File: config.mk
export PLATFORM = sky130hd
export DESIGN_NAME = mc_datapath_p_flat
export DESIGN_NICKNAME = d
export VERILOG_FILES = /design/src/rtl/mc_datapath_p_if.sv /design/src/rtl/mc_datapath_p.sv /design/src/flat_wrapper.sv
export SDC_FILE = /design/constraint.sdc
export NUM_CORES = 2
export LEC_CHECK = 0
export ABC_AREA = 0
export CAP_MARGIN = 40
export CORE_UTILIZATION = 47
export DETAILED_ROUTE_END_ITERATION = 12
export GPL_TIMING_DRIVEN = 0
export PLACE_DENSITY_LB_ADDON = 0.2
export SYNTH_ARGS = -nofsm -noshare
export SYNTH_HDL_FRONTEND = slang
export SYNTH_SLANG_ARGS = --single-unit
File: constraint.sdc
create_clock -name clk -period 8.1 [get_ports clk]
set_input_delay 0.81 -clock clk [delete_from_list [all_inputs] [get_ports clk]]
set_output_delay 0.81 -clock clk [all_outputs]
set_load 0.02 [all_outputs]
File: src/rtl/mc_datapath_p_if.sv
`default_nettype none
// ============================================================================
// Interface : mc_datapath_p_if
// Brief     : Controller selects, decoded instruction fields and the external
//             memory handshake of the multi-cycle datapath.
//             master = controller / memory side, slave = datapath.
// Revision  : 1.0 - initial release
// ============================================================================
interface mc_datapath_p_if #(
    parameter int WIDTH = 32
);
    // Single-bit controller strobes and selects
    logic             mem_to_reg;
    logic             reg_dest;
    logic             i_or_d;
    logic             alu_src_a;
    logic             ir_write;
    logic             mem_read;
    logic             mem_write;
    logic             pc_write;
    logic             branch;
    logic             branch_ne;
    logic             reg_write;
    // Multi-bit controller selects
    logic [1:0]       alu_src_b;
    logic [1:0]       pc_src;
    logic [2:0]       alu_control;
    // Status back to the controller
    logic [5:0]       opcode;
    logic [5:0]       funct;
    logic             zero;
    logic             mem_wait;
    // External memory handshake
    logic             mem_req;
    logic             mem_we;
    logic [WIDTH-1:0] mem_addr;
    logic [WIDTH-1:0] mem_wdata;
    logic [WIDTH-1:0] mem_rdata;
    logic             mem_ready;

    modport master (
        output mem_to_reg, reg_dest, i_or_d, alu_src_a, ir_write, mem_read,
               mem_write, pc_write, branch, branch_ne, reg_write,
               alu_src_b, pc_src, alu_control, mem_rdata, mem_ready,
        input  opcode, funct, zero, mem_wait, mem_req, mem_we, mem_addr, mem_wdata
    );

    modport slave (
        input  mem_to_reg, reg_dest, i_or_d, alu_src_a, ir_write, mem_read,
               mem_write, pc_write, branch, branch_ne, reg_write,
               alu_src_b, pc_src, alu_control, mem_rdata, mem_ready,
        output opcode, funct, zero, mem_wait, mem_req, mem_we, mem_addr, mem_wdata
    );
endinterface
`default_nettype wire

File: src/rtl/mc_datapath_p.sv
`default_nettype none
// ============================================================================
// Module   : mc_datapath_p
// Brief    : Multi-cycle MIPS-style datapath (PC, IR, MDR, A, B, ALUOut,
//            register file, ALU) with a stalling memory handshake.
// Options  : define MC_DP_PERF_EN to add cycle_count / retire_count outputs.
// Revision : 1.0 - initial release
// ============================================================================
module mc_datapath_p #(
    parameter int               WIDTH    = 32,
    parameter int               NREGS    = 32,
    parameter logic [WIDTH-1:0] RESET_PC = '0
) (
    input  logic        clk,
    input  logic        rst_n,
`ifdef MC_DP_PERF_EN
    output logic [31:0] cycle_count,
    output logic [31:0] retire_count,
`endif
    mc_datapath_p_if.slave bus
);

    localparam int               c_AW      = $clog2(NREGS);
    localparam logic [WIDTH-1:0] c_FOUR    = WIDTH'(4);
    localparam logic [2:0]       c_ALU_AND = 3'b000;
    localparam logic [2:0]       c_ALU_OR  = 3'b001;
    localparam logic [2:0]       c_ALU_ADD = 3'b010;
    localparam logic [2:0]       c_ALU_SUB = 3'b110;
    localparam logic [2:0]       c_ALU_SLT = 3'b111;

    logic [WIDTH-1:0] r_pc;
    logic [31:0]      r_ir;
    logic [WIDTH-1:0] r_mdr;
    logic [WIDTH-1:0] r_a;
    logic [WIDTH-1:0] r_b;
    logic [WIDTH-1:0] r_aluout;
    logic [WIDTH-1:0] r_rf [NREGS];

    logic             w_req;
    logic             w_stall;
    logic [c_AW-1:0]  w_ra;
    logic [c_AW-1:0]  w_rb;
    logic [c_AW-1:0]  w_wa;
    logic [WIDTH-1:0] w_rd_a;
    logic [WIDTH-1:0] w_rd_b;
    logic [WIDTH-1:0] w_wr_data;
    logic             w_rf_we;
    logic [WIDTH-1:0] w_sext;
    logic [WIDTH-1:0] w_src_a;
    logic [WIDTH-1:0] w_src_b;
    logic [WIDTH-1:0] w_alu;
    logic             w_zero;
    logic             w_pc_en;
    logic [WIDTH-1:0] w_pc_next;

    // Memory handshake: a request is never raised while reset is asserted
    assign w_req         = rst_n & (bus.ir_write | bus.mem_read | bus.mem_write);
    assign w_stall       = w_req & ~bus.mem_ready;
    assign bus.mem_req   = w_req;
    assign bus.mem_wait  = w_stall;
    assign bus.mem_we    = bus.mem_write;
    assign bus.mem_addr  = bus.i_or_d ? r_aluout : r_pc;
    assign bus.mem_wdata = r_b;
    assign bus.opcode    = r_ir[31:26];
    assign bus.funct     = r_ir[5:0];
    assign bus.zero      = w_zero;

    // Register file indices truncated to the implemented depth; r0 is hardwired to zero
    assign w_ra      = r_ir[21 +: c_AW];
    assign w_rb      = r_ir[16 +: c_AW];
    assign w_wa      = bus.reg_dest ? r_ir[11 +: c_AW] : r_ir[16 +: c_AW];
    assign w_rd_a    = (w_ra == '0) ? '0 : r_rf[w_ra];
    assign w_rd_b    = (w_rb == '0) ? '0 : r_rf[w_rb];
    assign w_wr_data = bus.mem_to_reg ? r_mdr : r_aluout;
    assign w_rf_we   = bus.reg_write & ~w_stall & (w_wa != '0);

    assign w_sext  = {{(WIDTH-16){r_ir[15]}}, r_ir[15:0]};
    assign w_src_a = bus.alu_src_a ? r_a : r_pc;

    // ALU operand B select
    always_comb begin
        w_src_b = r_b;
        case (bus.alu_src_b)
            2'b00:   w_src_b = r_b;
            2'b01:   w_src_b = c_FOUR;
            2'b10:   w_src_b = w_sext;
            default: w_src_b = {w_sext[WIDTH-3:0], 2'b00};
        endcase
    end

    // ALU; unlisted control codes produce zero
    always_comb begin
        w_alu = '0;
        case (bus.alu_control)
            c_ALU_ADD: w_alu = w_src_a + w_src_b;
            c_ALU_SUB: w_alu = w_src_a - w_src_b;
            c_ALU_AND: w_alu = w_src_a & w_src_b;
            c_ALU_OR:  w_alu = w_src_a | w_src_b;
            c_ALU_SLT: w_alu = {{(WIDTH-1){1'b0}}, ($signed(w_src_a) < $signed(w_src_b))};
            default:   w_alu = '0;
        endcase
    end

    assign w_zero  = (w_alu == '0);
    assign w_pc_en = ~w_stall & (bus.pc_write | (bus.branch & w_zero) | (bus.branch_ne & ~w_zero));

    // Next-PC source select
    always_comb begin
        w_pc_next = w_alu;
        case (bus.pc_src)
            2'b00:   w_pc_next = w_alu;
            2'b01:   w_pc_next = r_aluout;
            2'b10:   w_pc_next = {r_pc[WIDTH-1:28], r_ir[25:0], 2'b00};
            default: w_pc_next = r_a;
        endcase
    end

    // Architectural registers; everything freezes while a transfer is outstanding
    always_ff @(posedge clk) begin
        if (!rst_n) begin
            r_pc     <= RESET_PC;
            r_ir     <= '0;
            r_mdr    <= '0;
            r_a      <= '0;
            r_b      <= '0;
            r_aluout <= '0;
        end else if (!w_stall) begin
            r_a      <= w_rd_a;
            r_b      <= w_rd_b;
            r_aluout <= w_alu;
            if (bus.ir_write && bus.mem_ready) begin
                r_ir <= bus.mem_rdata[31:0];
            end
            if (bus.mem_read && bus.mem_ready) begin
                r_mdr <= bus.mem_rdata;
            end
            if (w_pc_en) begin
                r_pc <= w_pc_next;
            end
        end
    end

    // Register file write port; reads are asynchronous with no write forwarding
    always_ff @(posedge clk) begin
        if (!rst_n) begin
            for (int i = 0; i < NREGS; i++) begin
                r_rf[i] <= '0;
            end
        end else if (w_rf_we) begin
            r_rf[w_wa] <= w_wr_data;
        end
    end

`ifdef MC_DP_PERF_EN
    logic [31:0] r_cycle_cnt;
    logic [31:0] r_retire_cnt;

    // Free-running cycle counter and completed-fetch counter, both wrap naturally
    always_ff @(posedge clk) begin
        if (!rst_n) begin
            r_cycle_cnt  <= '0;
            r_retire_cnt <= '0;
        end else begin
            r_cycle_cnt <= r_cycle_cnt + 32'd1;
            if (bus.ir_write && bus.mem_ready) begin
                r_retire_cnt <= r_retire_cnt + 32'd1;
            end
        end
    end

    assign cycle_count  = r_cycle_cnt;
    assign retire_count = r_retire_cnt;
`endif

endmodule
`default_nettype wire

File: src/flat_wrapper.sv
// flat-port wrapper written by rule: the top's interface ports become plain ports
module mc_datapath_p_flat 
#(
    parameter int               WIDTH    = 32,
    parameter int               NREGS    = 32,
    parameter logic [WIDTH-1:0] RESET_PC = '0
)
  (clk, rst_n, bus_mem_to_reg, bus_reg_dest, bus_i_or_d, bus_alu_src_a, bus_ir_write, bus_mem_read, bus_mem_write, bus_pc_write, bus_branch, bus_branch_ne, bus_reg_write, bus_alu_src_b, bus_pc_src, bus_alu_control, bus_mem_rdata, bus_mem_ready, bus_opcode, bus_funct, bus_zero, bus_mem_wait, bus_mem_req, bus_mem_we, bus_mem_addr, bus_mem_wdata);
  mc_datapath_p_if #(.WIDTH(WIDTH)) bus_i ();
  input  logic clk;
  input  logic rst_n;
  input wire logic [$bits(bus_i.mem_to_reg)-1:0] bus_mem_to_reg;
  input wire logic [$bits(bus_i.reg_dest)-1:0] bus_reg_dest;
  input wire logic [$bits(bus_i.i_or_d)-1:0] bus_i_or_d;
  input wire logic [$bits(bus_i.alu_src_a)-1:0] bus_alu_src_a;
  input wire logic [$bits(bus_i.ir_write)-1:0] bus_ir_write;
  input wire logic [$bits(bus_i.mem_read)-1:0] bus_mem_read;
  input wire logic [$bits(bus_i.mem_write)-1:0] bus_mem_write;
  input wire logic [$bits(bus_i.pc_write)-1:0] bus_pc_write;
  input wire logic [$bits(bus_i.branch)-1:0] bus_branch;
  input wire logic [$bits(bus_i.branch_ne)-1:0] bus_branch_ne;
  input wire logic [$bits(bus_i.reg_write)-1:0] bus_reg_write;
  input wire logic [$bits(bus_i.alu_src_b)-1:0] bus_alu_src_b;
  input wire logic [$bits(bus_i.pc_src)-1:0] bus_pc_src;
  input wire logic [$bits(bus_i.alu_control)-1:0] bus_alu_control;
  input wire logic [$bits(bus_i.mem_rdata)-1:0] bus_mem_rdata;
  input wire logic [$bits(bus_i.mem_ready)-1:0] bus_mem_ready;
  output wire logic [$bits(bus_i.opcode)-1:0] bus_opcode;
  output wire logic [$bits(bus_i.funct)-1:0] bus_funct;
  output wire logic [$bits(bus_i.zero)-1:0] bus_zero;
  output wire logic [$bits(bus_i.mem_wait)-1:0] bus_mem_wait;
  output wire logic [$bits(bus_i.mem_req)-1:0] bus_mem_req;
  output wire logic [$bits(bus_i.mem_we)-1:0] bus_mem_we;
  output wire logic [$bits(bus_i.mem_addr)-1:0] bus_mem_addr;
  output wire logic [$bits(bus_i.mem_wdata)-1:0] bus_mem_wdata;
  assign bus_i.mem_to_reg = bus_mem_to_reg;
  assign bus_i.reg_dest = bus_reg_dest;
  assign bus_i.i_or_d = bus_i_or_d;
  assign bus_i.alu_src_a = bus_alu_src_a;
  assign bus_i.ir_write = bus_ir_write;
  assign bus_i.mem_read = bus_mem_read;
  assign bus_i.mem_write = bus_mem_write;
  assign bus_i.pc_write = bus_pc_write;
  assign bus_i.branch = bus_branch;
  assign bus_i.branch_ne = bus_branch_ne;
  assign bus_i.reg_write = bus_reg_write;
  assign bus_i.alu_src_b = bus_alu_src_b;
  assign bus_i.pc_src = bus_pc_src;
  assign bus_i.alu_control = bus_alu_control;
  assign bus_i.mem_rdata = bus_mem_rdata;
  assign bus_i.mem_ready = bus_mem_ready;
  assign bus_opcode = bus_i.opcode;
  assign bus_funct = bus_i.funct;
  assign bus_zero = bus_i.zero;
  assign bus_mem_wait = bus_i.mem_wait;
  assign bus_mem_req = bus_i.mem_req;
  assign bus_mem_we = bus_i.mem_we;
  assign bus_mem_addr = bus_i.mem_addr;
  assign bus_mem_wdata = bus_i.mem_wdata;
  mc_datapath_p #(.WIDTH(WIDTH), .NREGS(NREGS), .RESET_PC(RESET_PC)) u_core (.clk(clk), .rst_n(rst_n), .bus(bus_i));
endmodule
=== Word-level counts from Yosys, hierarchy flattened ===
Memories as Yosys holds them, arrays and structs flattened. A register that Yosys moved wholly into a read port is not among the register bits.
Index checks and enable logic that the tools add are counted.

* Memories kept: 1
* Bits in writable memories: 1,024
* Bits in registers: 192
* Output and inout port bits: 80
* Word-level logic and storage cells: 70
* Bits of input ports: 53

* $add $sub $neg: 2
* Equality and inequality tests: 8
* Mux-type cells: 20
* Order comparisons: 1
* Bitwise logic cells: 17
* Reductions and logical operators: 14

{| class="wikitable"
|+ Memory list
! name !! depth !! bits a word !! read ports !! clocked after memory_dff !! wr ports !! RTL line !! source
|-
| u_core.r_rf || 32 || 32 || 2 || 2 || 32 || mc_datapath_p.sv:37 || <nowiki>logic [WIDTH-1:0] r_rf [NREGS];</nowiki>
|}

{| class="wikitable"
|+ Operators by type and width
! kind !! number
|-
| 32-bit two-way mux || 6
|-
| 32-bit one-hot mux with 3 select lines || 2
|-
| 32-bit one-hot mux with 5 select lines || 1
|-
| 32-bit adder || 1
|-
| 32-bit AND || 1
|-
| 32-bit zero test || 1
|-
| 32-bit less-than comparator || 1
|-
| 32-bit OR || 1
|-
| 32-bit OR reduction || 1
|-
| 32-bit subtractor || 1
|-
| 5-bit two-way mux || 6
|-
| 5-bit zero test || 2
|-
| 1-bit AND || 7
|-
| 3-bit == test (second input constant) || 2
|-
| 2-bit AND reduction || 3
|-
| 1-bit two-way mux || 5
|-
| 5-bit nonzero test || 1
|-
| 2-bit by 1-bit == test with 1-bit output (second input constant) || 2
|-
| 2-bit == test (second input constant) || 2
|-
| 2-bit zero test || 2
|-
| 1-bit inverter || 4
|-
| 1-bit OR || 4
|-
| 3-bit by 1-bit == test with 1-bit output (second input constant) || 1
|-
| 3-bit by 2-bit == test with 1-bit output (second input constant) || 1
|-
| other kinds (3) || 4
|}

=== Longest topological paths before layout ===
* Depth after elaboration: 12
* Gate-level depth with buffers: 20
* Depth with buffers taken out: 17

=== Worst setup path after synthesis ===
OpenSTA, ideal clock, no wires.

* Path kind: input -> output
* From: in bus_alu_src_a
* To: out bus_zero
* Data required time: 7.290 ns
* Stages on the path: 15
* Slack: 2.174 ns
* Path buffers: 2
* Data arrival time: 5.116 ns
* Cells stage by stage: clkbuf_1 -> clkbuf_1 -> mux2_2 -> ha_1 -> fa_1 -> a21o_1 -> a221o_1 -> a32oi_2 -> a31o_1 -> o311ai_1 -> a22o_1 -> nand2b_1 -> or4_1 -> or4_4 -> nor2_1

* Cells in the longest elaborated chain, start to end: 4
* Elaborated cells between the ends (all ways): 8
* Classes of those cells: add/sub (2); order compare (1); mux (2); bitwise (2); reduce/logical (1)

{| class="wikitable"
|+ RTL lines
! item !! RTL line !! source
|-
| start: declaration || flat_wrapper.sv:15 || <nowiki>input wire logic [$bits(bus_i.alu_src_a)-1:0] bus_alu_src_a;</nowiki>
|-
| 32-bit two-way mux (*) || mc_datapath_p.sv:78 || <nowiki>assign w_src_a = bus.alu_src_a ? r_a : r_pc;</nowiki>
|-
| 32-bit subtractor, or another cell as far along || mc_datapath_p.sv:96 || <nowiki>c_ALU_SUB: w_alu = w_src_a - w_src_b;</nowiki>
|-
| 32-bit one-hot mux with 5 select lines (*) || mc_datapath_p.sv:94 || <nowiki>case (bus.alu_control)</nowiki>
|-
| 32-bit zero test (*) || mc_datapath_p.sv:104 || <nowiki>assign w_zero = (w_alu == '0);</nowiki>
|-
| end: declaration || flat_wrapper.sv:30 || <nowiki>output wire logic [$bits(bus_i.zero)-1:0] bus_zero;</nowiki>
|}

Every way passes the cells marked *; elsewhere a longest branch is shown, timed or not.

=== Worst setup path after layout ===
* From: in bus_alu_src_b[1]
* To: out bus_zero

* Cells in the longest elaborated chain, start to end: 5
* Elaborated cells between the ends (all ways): 11
* Classes of those cells: add/sub (2); order compare (1); eq/ne (2); mux (2); bitwise (2); reduce/logical (2)

{| class="wikitable"
|+ RTL lines
! item !! RTL line !! source
|-
| start: declaration || flat_wrapper.sv:23 || <nowiki>input wire logic [$bits(bus_i.alu_src_b)-1:0] bus_alu_src_b;</nowiki>
|-
| 2-bit == test, or another cell as far along || mc_datapath_p.sv:83 || <nowiki>case (bus.alu_src_b)</nowiki>
|-
| 32-bit one-hot mux with 3 select lines (*) || mc_datapath_p.sv:83 ||
|-
| 32-bit subtractor, or another cell as far along || mc_datapath_p.sv:96 ||
|-
| 32-bit one-hot mux with 5 select lines (*) || mc_datapath_p.sv:94 ||
|-
| 32-bit zero test (*) || mc_datapath_p.sv:104 ||
|}

Marks and branches as above.

==> metrics.md <==
| Metric | Value |
|---|---|
| Max Cap Violations | `0` |
| Post-synthesis simple-gate area fraction | `10.82%` |
| Xor/xnor share of the synthesized area | `0.1575%` |
| Fin cells | `about 7.5k` |
| Post-synthesis mux area share | `25.95%` |
| Tightest Hold Check Type | `register to register` |
| DR vias/cell | `roughly 6.3` |
| Top cell type's share of synthesized area | `46.09%` |
| Total grt overflow | `0` |
| Antenna violation net count after detailed routing | `0` |
| Post-Place Cells | `7,315` |
| Post-Synthesis Cells | `5,147` |
| GP Congestion | `0.9501` |
| Worst Hold Depth | `2` |
| Maximum VDD drop | `0.0002071 V` |
| Slowest cell on crit path | `or4_4` |
| Vias in the first global route | `about 47k` |
| Slowest stage delay, CP | `0.69 ns` |
| Clk sinks | `between 1k and 1.5k` |
| Pin count of the biggest net entering global routing | `33` |
| Area delta synth->final | `14.61%` |
| Core area | `140,200 um2` |
| Setup Viol. Count Final | `0` |
| Relative slew slack | `between 30% and 40%` |
| Startpoint types | `primary input` |
| Final period util | `about 100%` |
| Reg clk slew, reported paths | `0.06 ns` |
| Worst EP required | `7.29 ns` |
| Hpwl dp | `about 190,000 um` |
| Initial antenna violation count | `4` |
| Count of pins over their slew limit | `0` |
| RSZ-0062 raised after global routing | `false` |
| Post-synthesis async set-or-reset flop share | `0%` |
| DRC viols | `0` |
| Setup slack, reg-to-reg | `1.56 ns` |
| Nets | `5,715` |
| Period minus WS final | `7.947 ns` |
| Most common cell after layout, fill and taps aside | `nor2_1` |
| Sequential fraction of the synthesis area | `approximately 52%` |
| Chip Width | `378.7 um` |
| Synthesized area | `66,710 um2` |
| Most common cell on crit path | `nor2_1` |
| FF-to-FF path depth | `20` |
| Final WL | `231,400 um` |
| Ranking of synthesized cells by area | `edfxtp_1 46%, mux4_2 22%, nor2_1 7.2%, dfxtp_1 6.1%, mux2i_1 2.2%` |
| Die area | `143,400 um2` |
| I/O pins | `133` |
| Most frequent cells in the layout | `1,273 x nor2_1, 1,024 x edfxtp_1, 655 x mux4_2, 401 x clkbuf_1, 304 x nand2_1` |
| CP Max Fanout | `10` |
| Synth Area in Adders | `between 1.5 and 2%` |
| WL per Instance | `30.67 um` |
| Crit Path Category | `primary input to output port` |
| Hold buffer count at CTS | `0` |
| Cts bufs inserted | `119` |
| Initial Util | `approximately 48%` |
| Clock Latency Late Sink | `~0.74 ns` |
| Via count | `~47k` |
| Final Hold Fails | `0` |
| Final worst slack | `between 0.15 and 0.2 ns` |
| Crit path cell chain | `clkdlybuf4s50_1 -> clkbuf_4 -> nor2_1 -> clkbuf_1 -> buf_8 -> a22o_1 -> ha_1 -> buf_2 -> nor2_1 -> o21ai_0 -> a31oi_1 -> o41ai_1 -> buf_2 -> nand2_1 -> a32oi_2 -> nor4b_1 -> nand4_1 -> or4_4 -> nor2_1 -> clkdlybuf4s50_1` |
| Row count | `between 100 and 150` |
| Total power | `15.69 mW` |
| CTS root buf | `clkbuf_16` |
| Leakage | `around 25 nW` |
| Status | `completed` |
| YS warnings | `0` |
| Peak Freq | `125.8 MHz` |
| First-pass GRT wire length | `328,200 um` |
| Htree depth | `3` |
| Biggest area consumer among synthesized cells | `edfxtp_1` |
| Synth Area in Compound Gates | `5.229%` |
| Largest buffer count on any clock path | `3` |
| Distinct cells, synth | `111` |
| DRT iter0 DRCs | `~5.7k` |
| Final Skew | `0.01945 ns` |
| Post-synth EDFFs | `about 1.0k` |
| Largest family of logic cells by synthesized area | `multiplexers` |
| Post-CTS Setup Inserts | `0` |
| WP data arrival | `a little over 7 ns` |
| Pre-CTS WS | `-1.006 ns` |
| CTS tree | `done` |
| Yosys reg bits | `1,226` |
| Mapped Avg Cell Area | `12.96 um2` |
| Port Buffers | `127` |
| CP Capture Type | `output port` |
| Layout cells sized above 1 | `21.13%` |
| Total track usage | `32.31%` |
| Power density cells | `205.2 nW/um2` |
| Drt pass-1 iters | `6` |
| Prevailing post-synth register cell | `edfxtp_1` |
| Die Ht | `between 300 and 400 um` |
| Slew @ Worst Pin | `0.9689 ns` |
flip-flops by register name, indices dropped and copies added (netlist names), named ones only:
signal / count
u_core.bus.mem_wdata: 32
u_core.r_aluout: 32
u_core.r_rf: 1024
u_core.r_mdr: 32
u_core.r_a: 32
u_core.r_ir: 32
u_core.r_pc: 32
metal layers:
metal  GRT usage, %  vias up  part of all wire [%]
met2          53.76     2577                    48
met4          16.65        6                   5.9
met5              0        -                 0.015
li1               -    20110                     -
met3          6.166      464                   9.8
met1          40.22    24060                    36
path summary, 6_finish.rpt:
check,endpoint,start
hold reg to reg,u_core.r_mdr[14],u_core.r_mdr[14]
setup / recovery,bus_zero,bus_alu_src_b[1]
setup reg to reg,u_core.r_pc[7],u_core.r_ir[15]
hold / removal,u_core.r_mdr[14],u_core.r_mdr[14]
repair_timing:
item	4_1_cts	5_1_grt
endpoints found under the setup margin	1	1
gates resized for setup	13	7
gates cloned	0	0
pin swaps	1	1
synthesized netlist by cell type, drive strengths merged, types with 5 or more instances:
master,n
nor3,43
o21ai,74
dfxtp,202
edfxtp,1024
a32oi,6
nand3,19
a21o,25
mux2i,147
a221o,6
a22o,16
mux4,665
ha,96
o311ai,9
a211oi,34
o211ai,24
a31oi,11
and3,10
and2,6
o21bai,9
buf,110
or2,6
o211a,10
a21oi,199
mux2,74
nor2b,20
o31ai,20
nor2,1274
nor4,10
inv,118
or4,10
nand2b,20
nand2,335
o22ai,5
a2111oi,6
a22oi,5
o221ai,5
nand4,16
xnor2,10
o21a,9
a211o,6
clkbuf,388
cell families after synthesis:
| family | after synthesis |
|---|---|
| compound gates | 513 |
| xor+xnor | 12 |
| fa+ha+maj | 98 |
| buf+inv | 618 |
| flops | 1226 |
| mux | 886 |
| other cells | 1 |
| simple gates | 1793 |
critical path: cells and delay by family:
kind,cells,cell delay [ns]
adder cells (fa/ha/maj),1,0.30
buffers and inverters,7,2.22
AO/OA/AOI/OAI,5,1.60
AND/OR/NAND/NOR,7,2.18
layout make-up:
type	count	area, um2
clock inverter	62	695.7
inverter	118	442.9
sequential	1226	34790
multi-input combinational	3334	29620
clock buffer	164	3357
antenna	1	2.502
timing repair buffer	265	3083
tap	1876	2347
fill	11710	63760
buffer	500	2118
report_power, final:
group | switching (mW) | internal (mW) | leakage (nW) | total (mW)
combinational | 1.61 | 1.02 | 11.2 | 2.62
clock | 2.51 | 3.32 | 1.99 | 5.83
sequential | 0.172 | 7.06 | 12.2 | 7.24
total | 4.29 | 11.4 | 25.4 | 15.7
per-stage QoR:
| step | setup TNS [ns] | cell area (um2) | util, % | hold WS (ns) |
|---|---|---|---|---|
| 4_1_cts | 0 | 76380 | 54.47 | 0.4547 |
| 6_report | 0 | 76460 | 54.53 | 0.4557 |
| 3_5_place_dp | -13.33 | 72290 | 51.56 | 0.4463 |
| 2_1_floorplan | 0 | 66830 | - | 0.4360 |
| 3_3_place_gp | -29.49 | 70450 | 50.24 | 0.4419 |
| 5_1_grt | 0 | 76450 | 54.53 | 0.4759 |
Power figures use the tool's default switching activity.
